[config.mk]
export PLATFORM = sky130hd
export DESIGN_NAME = mem_arbiter
export DESIGN_NICKNAME = d
export VERILOG_FILES = /design/src/rtl/mem_arbiter.sv
export SDC_FILE = /design/constraint.sdc
export NUM_CORES = 1
export LEC_CHECK = 0
export BUFFER_PORTS_ARGS = -buffer_cell sky130_fd_sc_hd__buf_4
export CAP_MARGIN = 5
export CORE_ASPECT_RATIO = 1.1
export CORE_MARGIN = 2
export CORE_UTILIZATION = 49
export DETAILED_ROUTE_END_ITERATION = 8
export HOLD_SLACK_MARGIN = 0.05
export PLACE_DENSITY = 0.86
export SYNTH_ARGS = -nofsm -noshare
export SYNTH_HDL_FRONTEND = slang
export SYNTH_SLANG_ARGS = --single-unit
[constraint.sdc]
create_clock -name CLK -period 5.95 [get_ports CLK]
set_input_delay 0.595 -clock CLK [delete_from_list [all_inputs] [get_ports CLK]]
set_output_delay 0.595 -clock CLK [all_outputs]
set_load 0.03 [all_outputs]
[src/rtl/mem_arbiter.sv]
// Single-port memory arbiter: loader first, then DM/IF round-robin.
// Each grant owns the memory for LAT cycles and then pulses an ACK.
module mem_arbiter #(
  parameter int AW  = 8,
  parameter int DW  = 16,
  parameter int LAT = 2
) (
  input  logic          CLK,
  input  logic          RESET,
  input  logic          REQ_LD,
  input  logic          WE_LD,
  input  logic [AW-1:0] ADDR_LD,
  input  logic [DW-1:0] WDATA_LD,
  output logic          ACK_LD,
  input  logic          REQ_DM,
  input  logic          WE_DM,
  input  logic [AW-1:0] ADDR_DM,
  input  logic [DW-1:0] WDATA_DM,
  output logic          ACK_DM,
  input  logic          REQ_IF,
  input  logic [AW-1:0] ADDR_IF,
  output logic          ACK_IF,
  output logic [DW-1:0] RDATA,
  output logic          M_EN,
  output logic          M_WE,
  output logic [AW-1:0] M_ADDR,
  output logic [DW-1:0] M_WDATA,
  input  logic [DW-1:0] M_RDATA,
  output logic [1:0]    GNT,
  output logic          BUSY
);

  localparam logic [1:0] S_IDLE   = 2'd0;
  localparam logic [1:0] S_ACCESS = 2'd1;
  localparam logic [1:0] S_RESP   = 2'd2;

  localparam logic [1:0] G_NONE = 2'b00;
  localparam logic [1:0] G_IF   = 2'b01;
  localparam logic [1:0] G_DM   = 2'b10;
  localparam logic [1:0] G_LD   = 2'b11;

  localparam logic [3:0] CNT_INIT = 4'(LAT - 1);

  logic [1:0]    state;
  logic [3:0]    cnt;
  logic          rr;
  logic [1:0]    gnt;
  logic          m_en;
  logic          m_we;
  logic [AW-1:0] m_addr;
  logic [DW-1:0] m_wdata;
  logic [DW-1:0] rdata;
  logic          ack_ld;
  logic          ack_dm;
  logic          ack_if;
  logic          busy;

  logic          pick_ld;
  logic          pick_dm;
  logic          pick_if;
  logic [1:0]    win;
  logic          win_we;
  logic [AW-1:0] win_addr;
  logic [DW-1:0] win_wdata;

  // rr=0 favours DM, rr=1 favours IF when both ask
  assign pick_ld = REQ_LD;
  assign pick_dm = ~REQ_LD & REQ_DM & (~REQ_IF | ~rr);
  assign pick_if = ~REQ_LD & REQ_IF & (~REQ_DM | rr);

  always_comb begin
    win       = G_NONE;
    win_we    = 1'b0;
    win_addr  = '0;
    win_wdata = '0;
    unique case (1'b1)
      pick_ld: begin
        win       = G_LD;
        win_we    = WE_LD;
        win_addr  = ADDR_LD;
        win_wdata = WDATA_LD;
      end
      pick_dm: begin
        win       = G_DM;
        win_we    = WE_DM;
        win_addr  = ADDR_DM;
        win_wdata = WDATA_DM;
      end
      pick_if: begin
        win       = G_IF;
        win_addr  = ADDR_IF;
      end
      default: ;
    endcase
  end

  always_ff @(posedge CLK or negedge RESET) begin
    if (!RESET) begin
      state   <= S_IDLE;
      cnt     <= '0;
      rr      <= 1'b0;
      gnt     <= G_NONE;
      m_en    <= 1'b0;
      m_we    <= 1'b0;
      m_addr  <= '0;
      m_wdata <= '0;
      rdata   <= '0;
      ack_ld  <= 1'b0;
      ack_dm  <= 1'b0;
      ack_if  <= 1'b0;
      busy    <= 1'b0;
    end else begin
      unique case (state)
        S_IDLE: begin
          if (win != G_NONE) begin
            gnt     <= win;
            m_en    <= 1'b1;
            m_we    <= win_we;
            m_addr  <= win_addr;
            m_wdata <= win_wdata;
            cnt     <= CNT_INIT;
            busy    <= 1'b1;
            state   <= S_ACCESS;
          end
        end
        S_ACCESS: begin
          if (cnt == 4'd0) begin
            if (!m_we) rdata <= M_RDATA;
            m_en   <= 1'b0;
            m_we   <= 1'b0;
            ack_ld <= (gnt == G_LD);
            ack_dm <= (gnt == G_DM);
            ack_if <= (gnt == G_IF);
            state  <= S_RESP;
          end else begin
            cnt <= cnt - 4'd1;
          end
        end
        S_RESP: begin
          ack_ld <= 1'b0;
          ack_dm <= 1'b0;
          ack_if <= 1'b0;
          if (gnt == G_DM) rr <= 1'b1;
          if (gnt == G_IF) rr <= 1'b0;
          gnt    <= G_NONE;
          busy   <= 1'b0;
          state  <= S_IDLE;
        end
        default: state <= S_IDLE;
      endcase
    end
  end

  assign ACK_LD  = ack_ld;
  assign ACK_DM  = ack_dm;
  assign ACK_IF  = ack_if;
  assign RDATA   = rdata;
  assign M_EN    = m_en;
  assign M_WE    = m_we;
  assign M_ADDR  = m_addr;
  assign M_WDATA = m_wdata;
  assign GNT     = gnt;
  assign BUSY    = busy;

endmodule

# Yosys cells after proc, flatten, opt, wreduce, memory -nomap -nowiden
# Index checks and enable logic that the tools add are counted.
dict set report word_totals {
  ff_bits 55
  inputBits 79
  word_cells 74
}
dict set report op_classes {
  addsub 1
  n_eq_ne 8
  mux 26
  bitwise_logic 11
  n_reduce_logical 15
}
# operator count
set ops {}
lappend ops {{$pmux 16 s2} 1}
lappend ops {{$pmux 8 s3} 1}
lappend ops {{$pmux 1 s2} 7}
lappend ops {{$reduce_and 2->1} 5}
lappend ops {{$reduce_bool 2->1} 5}
lappend ops {{$reduce_and 3->1} 3}
lappend ops {{$mux 1} 8}
lappend ops {{$mux 4} 2}
lappend ops {{$pmux 2 s2} 2}
lappend ops {{$pmux 4 s2} 1}
lappend ops {{$eq 2x2->1 const B} 3}
lappend ops {{$mux 2} 3}
lappend ops {{$ne 2x2->1 const B} 3}
lappend ops {{$pmux 2 s3} 1}
lappend ops {{$not 1->1} 5}
lappend ops {{$and 1x1->1} 4}
lappend ops {{$eq 2x1->1 const B} 2}
lappend ops {{$logic_not 4->1} 1}
lappend ops {{$sub 4x1->4 const B} 1}
lappend ops {{$logic_not 2->1} 1}
lappend ops {{$or 1x1->1} 2}

# Longest topological paths before layout
# Gate-level depths: netlist of the first run.
dict set report depth {
  depth_word 7
  mapped_depth 8
  depth_no_buf 7
}

# Worst setup path before layout of the first run
# OpenSTA, ideal clock, no wires.
dict set report synth_timing {
  kind {register to register}
  startpoint {register cnt[0]}
  endpoint {register rdata[10] (netlist: RDATA[10])}
  setup_ns 0.125
  t_arrival_ns 1.874
  required_time_ns 5.825
  path_slack_ns 3.951
  stages_incl_launch_ff 9
  period_less_slack_ns 1.999
  cell_sequence {dfrtp_1 inv_1 ha_1 or3b_4 or2_1 buf_6 nor2_8 buf_12 mux2_4}
}
dict set report synth_via {
  elab_chain_len 2
}
# item line
set synth_lines {}
lappend synth_lines {{start, declared} 45} ;# logic [3:0] cnt;
lappend synth_lines {{start signal, assigned} 136} ;# cnt <= cnt - 4'd1;
lappend synth_lines {{$logic_not 4->1} 127} ;# if (cnt == 4'd0) begin
lappend synth_lines {{$reduce_and 3->1 (no source line)} -}
lappend synth_lines {{end signal, assigned} 107} ;# rdata <= '0;
lappend synth_lines {{end signal, assigned} 128} ;# if (!m_we) rdata <= M_RDATA;
lappend synth_lines {{end, declared} 52} ;# logic [DW-1:0] rdata;
# Every way passes these cells.
# A chain may end at the register's enable or synchronous reset.

# Worst setup path in the final report of the first run
dict set report layout_timing {
  startpoint {register cnt[0]}
  endpoint {register rdata[4] (netlist: RDATA[4])}
}
# The elaborated chain is that of the path after synthesis.

==> impl_metrics.xml, run 1 <==
<?xml version="1.0" encoding="UTF-8"?>
<metrics>
  <group name="run_status">
    <metric name="run_status" unit="">completed</metric>
  </group>
  <group name="grt">
    <metric name="antenna_found_initial" unit="">0</metric>
    <metric name="maximum_number_of_pins_on_one_net_before_global_route_repair" unit="">56</metric>
    <metric name="grt_first_pass_wirelength" unit="µm">9820</metric>
    <metric name="grtUsageTotal" unit="">0.224</metric>
    <metric name="first_global_vias" unit="">2088</metric>
    <metric name="global_route.overflow_total" unit="">0</metric>
  </group>
  <group name="synth">
    <metric name="number_of_library_cell_types_mapped_by_synthesis" unit="">34</metric>
    <metric name="synth_simple_gate_area_frac" unit="">0.136</metric>
    <metric name="ys_top_cells_by_area" unit="">sky130_fd_sc_hd__dfrtp_1 56%, sky130_fd_sc_hd__nor2_1 6.4%, sky130_fd_sc_hd__mux2_4 6.1%</metric>
    <metric name="yosysWarningCount" unit="">0</metric>
    <metric name="yosysTopAreaCell" unit="">sky130_fd_sc_hd__dfrtp_1</metric>
    <metric name="yosys.area_share.xor_xnor" unit="">0.00355</metric>
    <metric name="synthesized_netlist_net_count" unit="">301</metric>
    <metric name="synth_fa_ha_area_frac" unit="">0.0254</metric>
    <metric name="synth_cells" unit="">217</metric>
    <metric name="synth-seq-area-share" unit="">0.558</metric>
    <metric name="synth.ff_latch_count" unit="">55</metric>
    <metric name="syn_area" unit="µm²">2470</metric>
    <metric name="synth_top_family_by_area" unit="">compound AO/OA/AOI/OAI gates</metric>
    <metric name="post_synth_mux_area_share" unit="">0.0974</metric>
    <metric name="synth_compound_gate_area_share" unit="">0.137</metric>
    <metric name="avgSynthCellArea" unit="µm²">11.4</metric>
    <metric name="synth_top_area_frac" unit="">0.558</metric>
  </group>
  <group name="timing">
    <metric name="worst_slack" unit="ps">3730</metric>
    <metric name="fin_setup_tns" unit="ps">0</metric>
    <metric name="min_period" unit="ps">2220</metric>
    <metric name="worst_slew_margin_rel" unit="">0.282</metric>
    <metric name="hold_viol" unit="">0</metric>
    <metric name="timing.final.max_slew_violations" unit="">0</metric>
    <metric name="max_freq" unit="MHz">450</metric>
    <metric name="layout_worst_path_cycle_share" unit="">0.373</metric>
    <metric name="max_slew.worst_pin.slew" unit="ps">1070</metric>
    <metric name="finClkSkew" unit="ps">4.25</metric>
    <metric name="timing.final.setup_violations" unit="">0</metric>
    <metric name="rsz0062_at_grt" unit="">no</metric>
  </group>
  <group name="floorplan">
    <metric name="core_area" unit="µm²">4930</metric>
    <metric name="floorplan.io_pins" unit="">127</metric>
    <metric name="number_of_placement_rows" unit="">27</metric>
    <metric name="die-height" unit="µm">78.4</metric>
    <metric name="initial_core_utilization" unit="">0.500</metric>
    <metric name="die_area" unit="µm²">5620</metric>
    <metric name="fp.dieW" unit="µm">71.7</metric>
  </group>
  <group name="finish">
    <metric name="num_antenna_cells" unit="">0</metric>
    <metric name="nNetsFinal" unit="">420</metric>
    <metric name="multiInputGateArea" unit="µm²">1000</metric>
    <metric name="regArea" unit="µm²">1380</metric>
    <metric name="drive_above_1_share" unit="">0.469</metric>
    <metric name="fill_cells" unit="">355</metric>
    <metric name="area_growth" unit="%">43.0</metric>
  </group>
  <group name="critical_path">
    <metric name="critPathMaxFanout" unit="">16</metric>
    <metric name="timing.critical_path.buf_inv" unit="">1</metric>
    <metric name="crit-reg2reg-launch" unit="">cnt[0]</metric>
    <metric name="worst_r2r_endpoint" unit="">RDATA[4]</metric>
    <metric name="critPathMaxStageDelay" unit="ps">420</metric>
    <metric name="critPathKind" unit="">register to register</metric>
    <metric name="crit_slowest_cell" unit="">sky130_fd_sc_hd__dfrtp_1</metric>
    <metric name="reg2reg_slack" unit="ps">3730</metric>
    <metric name="crit_chain" unit="">inv_1 &gt; ha_1 &gt; or3b_4 &gt; or2_1 &gt; nor2_8 &gt; mux2_2</metric>
    <metric name="cp.arrival" unit="ps">2410</metric>
    <metric name="startpoint_type" unit="">register</metric>
    <metric name="worst_setup_path_end_kind" unit="">register</metric>
    <metric name="crit_required" unit="ps">6140</metric>
    <metric name="top_cell_family_by_delay_on_the_critical_path" unit="">simple AND/OR/NAND/NOR gates</metric>
    <metric name="r2r_depth" unit="">6</metric>
  </group>
  <group name="power_and_ir_drop">
    <metric name="ir_drop" unit="µV">337</metric>
    <metric name="power-per-cell-area" unit="nW/µm²">575</metric>
    <metric name="power.leakage" unit="µW">0.00174</metric>
  </group>
  <group name="cts">
    <metric name="cts_hold_buffers" unit="">0</metric>
    <metric name="clk_root_buffer_cell" unit="">sky130_fd_sc_hd__clkbuf_8</metric>
    <metric name="post-cts-setup-buffers" unit="">0</metric>
    <metric name="clkSinkCount" unit="">55</metric>
    <metric name="numCtsBuffers" unit="">5</metric>
    <metric name="ctsHtreeMaxLevel" unit="">2</metric>
    <metric name="clk_latency" unit="ps">300</metric>
    <metric name="clkTransAtPathRegs" unit="ps">100</metric>
    <metric name="post_cts.resized_instances" unit="">0</metric>
    <metric name="clockBufferDepth" unit="">2</metric>
    <metric name="clock_tree_from_tritoncts" unit="">done</metric>
  </group>
  <group name="min_path">
    <metric name="type_of_the_worst_min_delay_path" unit="">input port to async pin</metric>
  </group>
  <group name="route">
    <metric name="wl_per_cell" unit="µm">15.9</metric>
    <metric name="drt-total-wl" unit="µm">6270</metric>
    <metric name="residual_antenna_violating_net_count_after_detailed_routing" unit="">0</metric>
    <metric name="drt-pass1-iter-count" unit="">6</metric>
    <metric name="post-route-drc-count" unit="">0</metric>
    <metric name="drt_iter0_drc" unit="">178</metric>
    <metric name="num_vias" unit="">2163</metric>
    <metric name="viasPerCell" unit="">5.48</metric>
  </group>
  <group name="flow_run">
    <metric name="max_cap_violations" unit="">0</metric>
  </group>
  <group name="place">
    <metric name="portBuffers" unit="">126</metric>
    <metric name="dp_slack" unit="ps">3490</metric>
    <metric name="detailedPlacementHpwl" unit="µm">4680</metric>
    <metric name="routabilityCongestion" unit="">0.759</metric>
  </group>
</metrics>
[synthesized netlist by cell type (all sizes together)]
cell type	n
dfrtp	55
nor2	43
mux2	18
a221oi	16
nand2	14
clkbuf	12
a21oi	9
a222oi	8
inv	6
ha	5
nand3	5
buf	3
nand2b	3
nor3	2
o21ai	2
o31ai	2
or3	2
a211oi	1
a21boi	1
a22oi	1
and2	1
and3b	1
nor2b	1
o211ai	1
o21bai	1
o22ai	1
or2	1
or3b	1
xor2	1
[routing by layer]
layer  up-vias  global-route usage  wire [µm]
li1       1013                   -          -
met1      1054               0.281       2420
met2        78               0.378       3330
met3        18              0.0436        330
met4         0              0.0906        191
met5         -                   0          0
[worst max path at each step]
| stage | startpoint | end | slack [ps] | cells after the start |
|---|---|---|---|---|
| finish | cnt[0] | RDATA[4] | 3730 | 6 |
| global route | cnt[0] | RDATA[3] | 3620 | 6 |
| CTS | cnt[0] | RDATA[2] | 3710 | 6 |
| detailed placement | REQ_LD | cnt[1] | 3490 | 5 |
| global placement | REQ_LD | cnt[1] | 3590 | 5 |
| floorplan | cnt[0] | RDATA[10] | 3950 | 8 |
[registers in the layout, summed over array words and instances, names as in the netlist]
register  flops
RDATA        16
rr            1
BUSY          1
cnt           4
ACK_LD        1
ACK_DM        1
state         2
GNT           2
ACK_IF        1
M_EN          1
M_ADDR        8
M_WDATA      16
M_WE          1
[where the power goes]
part           leakage (µW)  internal (µW)  total, µW  switching [µW]
logic               0.00104            465       1130             664
clock network     0.0000505            106        223             117
registers          0.000648            560        678             118
[area by class of cell]
class / count / share of cell area
Multi-Input combinational cell: 141 / 0.283
Tap cell: 58 / 0.0206
Timing Repair Buffer: 127 / 0.270
Inverter: 6 / 0.00638
Sequential cell: 55 / 0.390
Clock inverter: 1 / 0.00213
Clock buffer: 7 / 0.0273
[cell usage in the layout, fill, tap and decap left out, types with 2 or more instances in the layout]
master / n
sky130_fd_sc_hd__a21oi_1: 9
sky130_fd_sc_hd__a221oi_1: 16
sky130_fd_sc_hd__a222oi_1: 8
sky130_fd_sc_hd__buf_4: 127
sky130_fd_sc_hd__clkbuf_8: 7
sky130_fd_sc_hd__dfrtp_1: 55
sky130_fd_sc_hd__ha_1: 5
sky130_fd_sc_hd__inv_1: 6
sky130_fd_sc_hd__mux2_2: 8
sky130_fd_sc_hd__mux2_4: 10
sky130_fd_sc_hd__nand2_1: 14
sky130_fd_sc_hd__nand2b_1: 3
sky130_fd_sc_hd__nand3_1: 5
sky130_fd_sc_hd__nor2_1: 42
sky130_fd_sc_hd__o21ai_0: 2
sky130_fd_sc_hd__o31ai_1: 2
[per-stage QoR]
step	std cells	instance area (µm²)	utilization	hold WS (ps)	total power (µW)
6_report	395	3530	0.715	320	2030
5_1_grt	395	3530	0.715	381	2150
4_1_cts	395	3530	0.715	343	2040
3_5_place_dp	387	3420	0.694	480	1820
3_3_place_gp	387	3420	0.694	466	1780
2_1_floorplan	217	2470	-	299	1420
[cells by family after synthesis]
logic type | Yosys count
adders and majority gates | 5
muxes | 18
AOI/OAI and AO/OA | 43
xor gates and xnor gates | 1
buffers and inverters | 21
DFF | 55
and+or+nand+nor | 74
No activity file was read; power rests on OpenSTA's default activity.
==> inputs of run 2 (changes only) <==
--- a/config.mk
+++ b/config.mk
@@ -9,10 +9,10 @@
 export CAP_MARGIN = 5
 export CORE_ASPECT_RATIO = 1.1
 export CORE_MARGIN = 2
-export CORE_UTILIZATION = 49
+export CORE_UTILIZATION = 41
 export DETAILED_ROUTE_END_ITERATION = 8
 export HOLD_SLACK_MARGIN = 0.05
-export PLACE_DENSITY = 0.86
+export PLACE_DENSITY = 0.76
 export SYNTH_ARGS = -nofsm -noshare
 export SYNTH_HDL_FRONTEND = slang
 export SYNTH_SLANG_ARGS = --single-unit
==> constraint.sdc (replaced) <==
create_clock -name CLK -period 1.83 [get_ports CLK]
set_input_delay 0.183 -clock CLK [delete_from_list [all_inputs] [get_ports CLK]]
set_output_delay 0.183 -clock CLK [all_outputs]
set_load 0.03 [all_outputs]
==> run 2 against run 1 <==
  * The run now ends with setup timing left
  * Global-route usage down 2.3 points
  * Worst hold slack worse by 220 ps
  * Count of clock-buffer cells in the layout down 1
  * Sequential share of layout area down 2.5 points
  * Non-clock buffer count up 19
  * Die area up 18%
  * Critical path depth up 1
  * Sequential power rose to 3.2 times the previous value
  * Critical endpoint is now RDATA[9]
  * Largest cell class unchanged
  * Highest routed layer unchanged
==> impl_metrics.xml, run 2 (same netlist as run 1, synthesis figures left out) <==
<?xml version="1.0" encoding="UTF-8"?>
<metrics>
  <group name="run_status">
    <metric name="run_status" unit="">finished, violations left</metric>
    <metric name="failing_checks" unit="">setup timing</metric>
  </group>
  <group name="timing">
    <metric name="max_freq" unit="MHz">519</metric>
    <metric name="finClkSkew" unit="ps">10.1</metric>
    <metric name="layout_worst_path_cycle_share" unit="">1.05</metric>
    <metric name="worst_slack" unit="ps">-95.5</metric>
    <metric name="timing.final.setup_violations" unit="">16</metric>
    <metric name="timing.final.max_slew_violations" unit="">0</metric>
    <metric name="fin_worst_hold_slack" unit="ps">103</metric>
    <metric name="fin_setup_tns" unit="ps">-1250</metric>
    <metric name="hold_viol" unit="">0</metric>
    <metric name="rsz0062_at_grt" unit="">yes</metric>
    <metric name="min_period" unit="ps">1930</metric>
    <metric name="worst_slew_margin_rel" unit="">0.543</metric>
    <metric name="max_slew.worst_pin.slew" unit="ps">685</metric>
  </group>
  <group name="grt">
    <metric name="global_route.overflow_total" unit="">0</metric>
    <metric name="antenna_found_initial" unit="">0</metric>
    <metric name="grtUsageTotal" unit="">0.201</metric>
    <metric name="grt_first_pass_wirelength" unit="µm">10400</metric>
    <metric name="maximum_number_of_pins_on_one_net_before_global_route_repair" unit="">56</metric>
    <metric name="first_global_vias" unit="">2110</metric>
  </group>
  <group name="finish">
    <metric name="area_growth" unit="%">52.9</metric>
    <metric name="nNetsFinal" unit="">439</metric>
    <metric name="fill_cells" unit="">471</metric>
    <metric name="commonest_cells_after_routing_fill_and_taps_aside" unit="">143 x sky130_fd_sc_hd__buf_4, 55 x sky130_fd_sc_hd__dfrtp_1, 42 x sky130_fd_sc_hd__nor2_1</metric>
    <metric name="layout.cells.most_common" unit="">sky130_fd_sc_hd__buf_4</metric>
    <metric name="drive_above_1_share" unit="">0.506</metric>
    <metric name="num_antenna_cells" unit="">0</metric>
  </group>
  <group name="cts">
    <metric name="clk_root_buffer_cell" unit="">sky130_fd_sc_hd__clkbuf_8</metric>
    <metric name="ctsHtreeMaxLevel" unit="">2</metric>
    <metric name="clkTransAtPathRegs" unit="ps">90</metric>
    <metric name="numCtsBuffers" unit="">5</metric>
    <metric name="clk_latency" unit="ps">300</metric>
    <metric name="clockBufferDepth" unit="">2</metric>
    <metric name="clkSinkCount" unit="">55</metric>
    <metric name="clock_tree_from_tritoncts" unit="">done</metric>
  </group>
  <group name="route">
    <metric name="drt_iter0_drc" unit="">152</metric>
    <metric name="viasPerCell" unit="">5.05</metric>
    <metric name="residual_antenna_violating_net_count_after_detailed_routing" unit="">0</metric>
    <metric name="post-route-drc-count" unit="">0</metric>
    <metric name="drt-pass1-iter-count" unit="">4</metric>
    <metric name="wl_per_cell" unit="µm">15.3</metric>
    <metric name="drt-total-wl" unit="µm">6620</metric>
    <metric name="num_vias" unit="">2187</metric>
  </group>
  <group name="floorplan">
    <metric name="fp.dieW" unit="µm">78.0</metric>
    <metric name="die_area" unit="µm²">6660</metric>
    <metric name="number_of_placement_rows" unit="">29</metric>
    <metric name="floorplan.io_pins" unit="">127</metric>
    <metric name="die-height" unit="µm">85.4</metric>
    <metric name="initial_core_utilization" unit="">0.425</metric>
    <metric name="core_area" unit="µm²">5810</metric>
  </group>
  <group name="critical_path">
    <metric name="worst_r2r_endpoint" unit="">RDATA[9]</metric>
    <metric name="r2r_depth" unit="">7</metric>
    <metric name="critical_path_origin" unit="">cnt[1]</metric>
    <metric name="critPathMaxFanout" unit="">9</metric>
    <metric name="critPathKind" unit="">register to register</metric>
    <metric name="crit-reg2reg-launch" unit="">cnt[1]</metric>
    <metric name="reg2reg_slack" unit="ps">-100</metric>
    <metric name="crit_chain" unit="">inv_2 &gt; ha_4 &gt; or3b_4 &gt; or2_4 &gt; nor2_8 &gt; buf_12 &gt; mux2_4</metric>
    <metric name="critPathMaxStageDelay" unit="ps">410</metric>
    <metric name="startpoint_type" unit="">register</metric>
    <metric name="worst_setup_path_end_kind" unit="">register</metric>
    <metric name="critPathCapture" unit="">RDATA[9]</metric>
    <metric name="crit_required" unit="ps">2030</metric>
    <metric name="crit_slowest_cell" unit="">sky130_fd_sc_hd__dfrtp_1</metric>
    <metric name="cp.arrival" unit="ps">2120</metric>
  </group>
  <group name="power_and_ir_drop">
    <metric name="power-per-cell-area" unit="nW/µm²">1870</metric>
    <metric name="cell_internal_pwr" unit="µW">4060</metric>
    <metric name="pwr-share-clk" unit="">0.116</metric>
    <metric name="ir_drop" unit="µV">881</metric>
    <metric name="power_switching_share" unit="">0.424</metric>
    <metric name="seq_power_share" unit="">0.312</metric>
    <metric name="comb_power_share" unit="">0.571</metric>
    <metric name="netSwitchingPower" unit="µW">2990</metric>
    <metric name="power.leakage" unit="µW">0.00187</metric>
  </group>
  <group name="place">
    <metric name="detailedPlacementHpwl" unit="µm">4870</metric>
    <metric name="routabilityCongestion" unit="">0.763</metric>
    <metric name="portBuffers" unit="">126</metric>
    <metric name="dp_slack" unit="ps">-155</metric>
  </group>
  <group name="min_path">
    <metric name="type_of_the_worst_min_delay_path" unit="">input port to register</metric>
  </group>
  <group name="flow_run">
    <metric name="max_cap_violations" unit="">0</metric>
  </group>
</metrics>
==> run 2: worst max-delay path, delay by kind of cell (launching register included) <==
family,cells,cell delay (ps)
mux,1,310
simple gates,3,750
fa+ha+maj,1,120
buf+inv,2,240
flops,1,410
==> run 2: layout make-up <==
cell class	count	area, µm²	share of cell area
well taps	77	96.3	0.0255
repair buffers	146	1120	0.298
clock inverters	2	35.0	0.00928
clock buffers	6	82.6	0.0219
flip-flops and latches	55	1380	0.365
multi-input cells	141	1040	0.275
inverters	6	22.5	0.00597
==> run 2: worst min-delay path by stage <==
stage | from | to | slack, ps | cells past startpoint
after floorplan | RESET | ACK_DM | -110 | 0
after global placement | RESET | M_ADDR[5] | 260 | 1
after detailed placement | RESET | M_ADDR[7] | 270 | 1
after CTS | M_RDATA[14] | RDATA[14] | 90 | 2
after global routing | M_RDATA[14] | RDATA[14] | 90 | 2
final | M_RDATA[14] | RDATA[14] | 100 | 2
==> run 2: layer usage <==
layer | share of wire | global-route usage | wire length [µm] | vias up
met1 | 0.40 | 0.249 | 2620 | 1044
met4 | 0.015 | 0.0622 | 96 | 0
met3 | 0.085 | 0.0585 | 559 | 10
met2 | 0.51 | 0.341 | 3340 | 83
met5 | 0 | 0 | 0 | -
li1 | - | - | - | 1050
==> run 2: repair_timing <==
action	in CTS	in global routing
hold buffers	1	0
endpoints found under the setup margin	16	16
resized for setup	9	2
buffers inserted	5	2
hold endpoints to repair	55	0
==> run 2: stage by stage <==
stage | power, µW | std cells | cell area [µm²] | util
after CTS | 7060 | 431 | 3750 | 0.645
after global routing | 7490 | 433 | 3770 | 0.650
after global placement | 5980 | 417 | 3560 | 0.613
final | 7040 | 433 | 3770 | 0.650
after floorplan | 4600 | 217 | 2470 | -
after detailed placement | 6090 | 417 | 3560 | 0.613
==> run 2: power groups by stage <==
stage	Clock, µW	Combinational [µW]	Sequential, µW
after floorplan	0	1380	3220
after global placement	0	3780	2200
after detailed placement	0	3870	2220
after CTS	842	4020	2200
after global routing	895	4320	2270
final	819	4020	2200
